## config.mk

```make
export PLATFORM = sky130hd
export DESIGN_NAME = riscv_victim_fill_ctrl
export DESIGN_NICKNAME = d
export VERILOG_FILES = /design/src/rtl/riscv_victim_fill_ctrl.sv
export SDC_FILE = /design/constraint.sdc
export NUM_CORES = 1
export LEC_CHECK = 0
export BUFFER_PORTS_ARGS = -buffer_cell sky130_fd_sc_hd__buf_2
export CAP_MARGIN = 25
export CORE_AREA = 10 10 313 315
export DETAILED_ROUTE_END_ITERATION = 8
export DIE_AREA = 0 0 323 325
export HOLD_SLACK_MARGIN = 0.1
export PLACE_DENSITY = 0.38
export SLEW_MARGIN = 20
export SYNTH_ARGS = -nofsm -noshare
export SYNTH_HDL_FRONTEND = slang
export SYNTH_SLANG_ARGS = --single-unit
```

## constraint.sdc

```tcl
create_clock -name clk -period 2.4 [get_ports clk]
set_clock_uncertainty 0.2 [all_clocks]
set_input_delay 0.48 -clock clk [delete_from_list [all_inputs] [get_ports clk]]
set_output_delay 0.48 -clock clk [all_outputs]
set_load 0.02 [all_outputs]
```

## src/rtl/riscv_victim_fill_ctrl.sv

```systemverilog
// Victim-cache fill controller: services L1 misses from a 2-way victim cache,
// swapping the displaced L1 line in on a hit or fetching from memory on a miss.
//
// state   | meaning
// IDLE    | ready for an L1 miss request
// LOOKUP  | probe victim cache with the missing tag/idx
// SWAP    | victim hit: overwrite hit way with the evicted line (or invalidate)
// MEMREQ  | present line fetch address until memory accepts
// MEMWAIT | wait for memory line data
// INSERT  | victim miss: place evicted line into the replacement way
// RESP    | hold refill data to L1 until accepted
module riscv_victim_fill_ctrl #(
  parameter int TAG_BITS = 25,
  parameter int IDX_BITS = 3,
  parameter int OFF_BITS = 4,
  parameter int BLK_SIZE = 128
) (
  input  logic                clk,
  input  logic                reset,
  input  logic                miss_val,
  output logic                miss_rdy,
  input  logic [TAG_BITS-1:0] miss_tag,
  input  logic [IDX_BITS-1:0] miss_idx,
  input  logic                evict_val,
  input  logic [TAG_BITS-1:0] evict_tag,
  input  logic [IDX_BITS-1:0] evict_idx,
  input  logic [BLK_SIZE-1:0] evict_data,
  output logic                vc_lookup_en,
  output logic [TAG_BITS-1:0] vc_lookup_tag,
  output logic [IDX_BITS-1:0] vc_lookup_idx,
  input  logic                vc_lookup_hit,
  input  logic                vc_lookup_way,
  input  logic [BLK_SIZE-1:0] vc_lookup_data,
  input  logic                vc_repl_way,
  output logic                vc_write_en,
  output logic                vc_write_way,
  output logic [TAG_BITS-1:0] vc_write_tag,
  output logic [IDX_BITS-1:0] vc_write_idx,
  output logic [BLK_SIZE-1:0] vc_write_data,
  output logic                vc_write_valid,
  output logic                mem_req_val,
  input  logic                mem_req_rdy,
  output logic [31:0]         mem_req_addr,
  input  logic                mem_resp_val,
  input  logic [BLK_SIZE-1:0] mem_resp_data,
  output logic                refill_val,
  input  logic                refill_rdy,
  output logic [BLK_SIZE-1:0] refill_data,
  output logic                refill_src,
  output logic [15:0]         stat_hits,
  output logic [15:0]         stat_misses
);

  typedef enum logic [2:0] {
    S_IDLE, S_LOOKUP, S_SWAP, S_MEMREQ, S_MEMWAIT, S_INSERT, S_RESP
  } state_t;

  state_t              state_q, state_d;
  logic [TAG_BITS-1:0] tag_q;
  logic [IDX_BITS-1:0] idx_q;
  logic                ev_val_q;
  logic [TAG_BITS-1:0] ev_tag_q;
  logic [IDX_BITS-1:0] ev_idx_q;
  logic [BLK_SIZE-1:0] ev_data_q;
  logic                hit_way_q;
  logic [BLK_SIZE-1:0] line_q;
  logic                src_q;
  logic [15:0]         stat_hits_q;
  logic [15:0]         stat_misses_q;

  always_ff @(posedge clk) begin
    if (!reset) begin
      state_q       <= S_IDLE;
      tag_q         <= '0;
      idx_q         <= '0;
      ev_val_q      <= 1'b0;
      ev_tag_q      <= '0;
      ev_idx_q      <= '0;
      ev_data_q     <= '0;
      hit_way_q     <= 1'b0;
      line_q        <= '0;
      src_q         <= 1'b0;
      stat_hits_q   <= '0;
      stat_misses_q <= '0;
    end else begin
      state_q <= state_d;
      case (state_q)
        S_IDLE: begin
          if (miss_val) begin
            tag_q     <= miss_tag;
            idx_q     <= miss_idx;
            ev_val_q  <= evict_val;
            ev_tag_q  <= evict_tag;
            ev_idx_q  <= evict_idx;
            ev_data_q <= evict_data;
          end
        end
        S_LOOKUP: begin
          // refill source is decided here so it stays fixed through RESP
          src_q <= vc_lookup_hit;
          if (vc_lookup_hit) begin
            line_q      <= vc_lookup_data;
            hit_way_q   <= vc_lookup_way;
            stat_hits_q <= stat_hits_q + 16'd1;
          end else begin
            stat_misses_q <= stat_misses_q + 16'd1;
          end
        end
        S_MEMWAIT: begin
          if (mem_resp_val) line_q <= mem_resp_data;
        end
        default: ;
      endcase
    end
  end

  always_comb begin
    state_d        = state_q;
    miss_rdy       = 1'b0;
    vc_lookup_en   = 1'b0;
    vc_write_en    = 1'b0;
    vc_write_way   = 1'b0;
    vc_write_valid = 1'b0;
    mem_req_val    = 1'b0;
    refill_val     = 1'b0;
    case (state_q)
      S_IDLE: begin
        miss_rdy = 1'b1;
        if (miss_val) state_d = S_LOOKUP;
      end
      S_LOOKUP: begin
        vc_lookup_en = 1'b1;
        state_d      = vc_lookup_hit ? S_SWAP : S_MEMREQ;
      end
      S_SWAP: begin
        // without a displaced line the hit entry is simply invalidated
        vc_write_en    = 1'b1;
        vc_write_way   = hit_way_q;
        vc_write_valid = ev_val_q;
        state_d        = S_RESP;
      end
      S_MEMREQ: begin
        mem_req_val = 1'b1;
        if (mem_req_rdy) state_d = S_MEMWAIT;
      end
      S_MEMWAIT: begin
        if (mem_resp_val) state_d = S_INSERT;
      end
      S_INSERT: begin
        vc_write_en    = ev_val_q;
        vc_write_way   = vc_repl_way;
        vc_write_valid = 1'b1;
        state_d        = S_RESP;
      end
      S_RESP: begin
        refill_val = 1'b1;
        if (refill_rdy) state_d = S_IDLE;
      end
      default: state_d = S_IDLE;
    endcase
  end

  assign vc_lookup_tag = tag_q;
  assign vc_lookup_idx = idx_q;
  assign vc_write_tag  = ev_tag_q;
  assign vc_write_idx  = ev_idx_q;
  assign vc_write_data = ev_data_q;
  assign mem_req_addr  = {tag_q, idx_q, {OFF_BITS{1'b0}}};
  assign refill_data   = line_q;
  assign refill_src    = src_q;
  assign stat_hits     = stat_hits_q;
  assign stat_misses   = stat_misses_q;

endmodule

```

==> flow_metrics.env <==
export IMPL_fill_cells=9865
export IMPL_hold_viol=0
export IMPL_grt_max_degree=51
export IMPL_maxCapViolCount=0
export IMPL_cts_buffers=44
export IMPL_reg2reg_depth=8
export IMPL_synthTopCellsByArea="dfxtp_1 (51%), nand2_1 (10%), mux2i_1 (9.3%), a21oi_1 (7.3%), a211oi_1 (7.0%)"
export IMPL_cts_clk_slew_worst_paths_ns=0.05
export IMPL_swShare=0.387
export IMPL_final_nets=3317
export IMPL_r2r_end="refill_data[20]$_SDFFE_PN0P_"
export IMPL_cts_root_buffer="clkbuf_16"
export IMPL_grt_pass1_vias=16832
export IMPL_slew_violations=0
export IMPL_intPower_mw=14.7
export IMPL_seq_area_frac_synth=0.507
export IMPL_multiInputGateArea_sq_mm=0.00612
export IMPL_portBuffers=829
export IMPL_clock_path_buffers=3
export IMPL_ys_seq_elements=350
export IMPL_htreeDepth=2
export IMPL_syn_area_per_cell_sq_um=8.52
export IMPL_p_clk_frac=0.281
export IMPL_use_met3=0.0526
export IMPL_p_comb_frac=0.398
export IMPL_rows=111
export IMPL_drt_pass1_iter_count=6
export IMPL_min_path_type="in -> reg"
export IMPL_hpwl_mm=61.2
export IMPL_grt_ovfl_total=0
export IMPL_die_area_sq_mm=0.105
export IMPL_start_kind="register"
export IMPL_yosys_warnings=0
export IMPL_crit_path_end_kind="primary output"
export IMPL_dieWidth_microns=323
export IMPL_post_synth_top_count_cell="nand2_1"
export IMPL_p_switching_mw=9.29
export IMPL_antenna_found_initial=22
export IMPL_viasPerCell=3.92
export IMPL_ir_worst_vdd_v=0.000444
export IMPL_cts_tree="done"
export IMPL_area_growth_pct=85.1
export IMPL_r2r_start="state_q[0]$_SDFFE_PN0P_"
export IMPL_grt_busiest_layer="met2"
export IMPL_postSynth_asyncResetShare=0
export IMPL_syn_inst=1620
export IMPL_worst_skew_pair_late_latency_ns=0.57
export IMPL_globalplace_congestion=0.785
export IMPL_r2r_slack_ns=0.13
export IMPL_required_ns=1.72
export IMPL_yosysTopAreaCellShare=0.507
export IMPL_antenna_left=0
export IMPL_grt_use_total=0.140
export IMPL_finalSetupViolations=0
export IMPL_vias=15996
export IMPL_worstMarginPinSlew_ns=0.501
export IMPL_ys_types=42
export IMPL_initialDrtViolationCount=663
export IMPL_power_mw=24.0
export IMPL_fp_dieH_microns=325
export IMPL_avgRoutedWirePerCell_microns=18.9
export IMPL_min_period_ns=2.30
export IMPL_synth_edf_count=0
export IMPL_grt_pass1_wl_mm=113
export IMPL_worstSetupPathType="reg -> out"
export IMPL_core_area_sq_mm=0.0914
export IMPL_startpoint="state_q[1]$_SDFFE_PN0P_"
export IMPL_io_pins=834
export IMPL_final_layout_size_suffix_gt1_frac=0.352
export IMPL_status="completed"
export IMPL_p_leak_nw=11.3
export IMPL_seq_power_share=0.322
export IMPL_use_met2=0.236
export IMPL_power_density_mw_per_mm2=939
export IMPL_crit_arrival_ns=1.62
export IMPL_cp_max_fo=11
export IMPL_met1_usage=0.161
export IMPL_clock_sinks=350
export IMPL_regArea_sq_mm=0.00701
export IMPL_timing_fmax_ghz=0.434
export IMPL_netlist_area_sq_mm=0.0138
export IMPL_post_route_period_util=0.959
export IMPL_start_util=0.151
export IMPL_yosys_area_top_type="dfxtp_1"
export IMPL_drt_total_wl_mm=77.3
export IMPL_ys_dominant_reg_cell="dfxtp_1"
export IMPL_cp_endpoint="vc_lookup_en"
export IMPL_post_route_util=0.280
export IMPL_slew_headroom=0.666
export IMPL_drc=0
export IMPL_synth_commonest_cells="nand2_1 (384), dfxtp_1 (350), a21oi_1 (202)"
-- cell families (layout without fill, tap and decap cells) --
family | after synthesis | after routing | synth area share
compound gates | 347 | 347 | 0.150
xor+xnor | 20 | 20 | 0.0127
fa+ha+maj | 2 | 2 | 0.00181
buf+inv | 165 | 1436 | 0.0558
flops | 350 | 350 | 0.507
mux | 128 | 128 | 0.0928
other cells | 1 | 8 | 0.000272
simple gates | 607 | 607 | 0.179
-- through the flow --
step	std cells	cell area (sq um)	worst slack, ns	hold slack, ns	setup TNS [ns]
after floorplan	1623	13800	0.0488	0.236	0
after global placement	3566	19600	-0.0100	0.239	-0.0115
after detailed placement	3566	19600	-0.0459	0.243	-0.0559
after CTS	4071	25400	0.0100	0.100	0
after global routing	4083	25600	-0.00519	0.125	-0.00519
final	4084	25600	0.0983	0.120	0
-- power groups by stage --
stage	registers, mW	logic (mW)	clock network, mW
3_5_place_dp	7.82	8.83	0
6_report	7.72	9.55	6.75
2_1_floorplan	9.23	3.73	0
4_1_cts	7.72	9.55	7.03
5_1_grt	7.88	10.4	7.21
3_3_place_gp	7.84	8.83	0
-- layer usage --
metal	routed length, microns	part of all wire
met2	36400	0.47
met3	7210	0.093
met1	31200	0.40
met5	169	0.0022
met4	2390	0.031
-- critical path, stage by stage (launching register included) --
cell and delay, ns:
dfxtp_2 0.33, buf_6 0.14, nor3b_1 0.17, buf_4 0.22, buf_2 0.20
-- what timing repair did --
item | in CTS | in global routing
pin swaps | 0 | 1
hold buffers | 425 | 1
gates resized for setup | 12 | 10
endpoints found under the setup margin | 6 | 6
endpoints found under the hold margin | 311 | 1
buffers inserted | 5 | 8
-- how the worst min path moves through the flow --
| stage | from | endpoint | slack, ns | cells past startpoint |
|---|---|---|---|---|
| 2_1_floorplan | hit_way_q$_SDFFE_PN0P_ | hit_way_q$_SDFFE_PN0P_ | 0.24 | 2 |
| 3_3_place_gp | vc_write_data[71]$_SDFFE_PN0P_ | vc_write_data[71]$_SDFFE_PN0P_ | 0.24 | 2 |
| 3_5_place_dp | vc_write_data[95]$_SDFFE_PN0P_ | vc_write_data[95]$_SDFFE_PN0P_ | 0.24 | 2 |
| 4_1_cts | mem_resp_data[89] | refill_data[89]$_SDFFE_PN0P_ | 0.10 | 3 |
| 5_1_grt | mem_resp_data[10] | refill_data[10]$_SDFFE_PN0P_ | 0.12 | 3 |
| 6_report | vc_lookup_data[16] | refill_data[16]$_SDFFE_PN0P_ | 0.12 | 3 |
-- flip-flops by register name (all words and copies together) (netlist names) --
signal / cells
refill_data: 128
vc_write_data: 128
vc_lookup_tag: 25
vc_write_tag: 25
stat_hits: 16
stat_misses: 16
state_q: 3
vc_lookup_idx: 3
vc_write_idx: 3
ev_val_q: 1
hit_way_q: 1
refill_src: 1
-- area by class of cell --
| type | count | area share |
|---|---|---|
| Clock inverter | 10 | 0.00529 |
| Clock buffer | 65 | 0.0520 |
| Multi-Input combinational cell | 1108 | 0.240 |
| Sequential cell | 350 | 0.274 |
| Tap cell | 1186 | 0.0580 |
| Timing Repair Buffer | 1357 | 0.370 |
| Antenna cell | 4 | 0.000392 |
| Inverter | 4 | 0.000881 |
-- cell usage in the layout (no fill, tap or decap), types with 13 or more instances in the layout --
| cell type | n |
|---|---|
| dlygate4sd3_1 | 426 |
| xor2_1 | 16 |
| a211oi_1 | 128 |
| nand3_1 | 14 |
| clkbuf_8 | 15 |
| mux2i_1 | 128 |
| buf_4 | 82 |
| nand2_1 | 383 |
| buf_12 | 18 |
| a21oi_1 | 201 |
| clkbuf_16 | 45 |
| nor2_1 | 152 |
| o21ai_0 | 13 |
| dfxtp_1 | 348 |
| buf_2 | 825 |
Note: power is estimated with default switching activity, not from simulation.
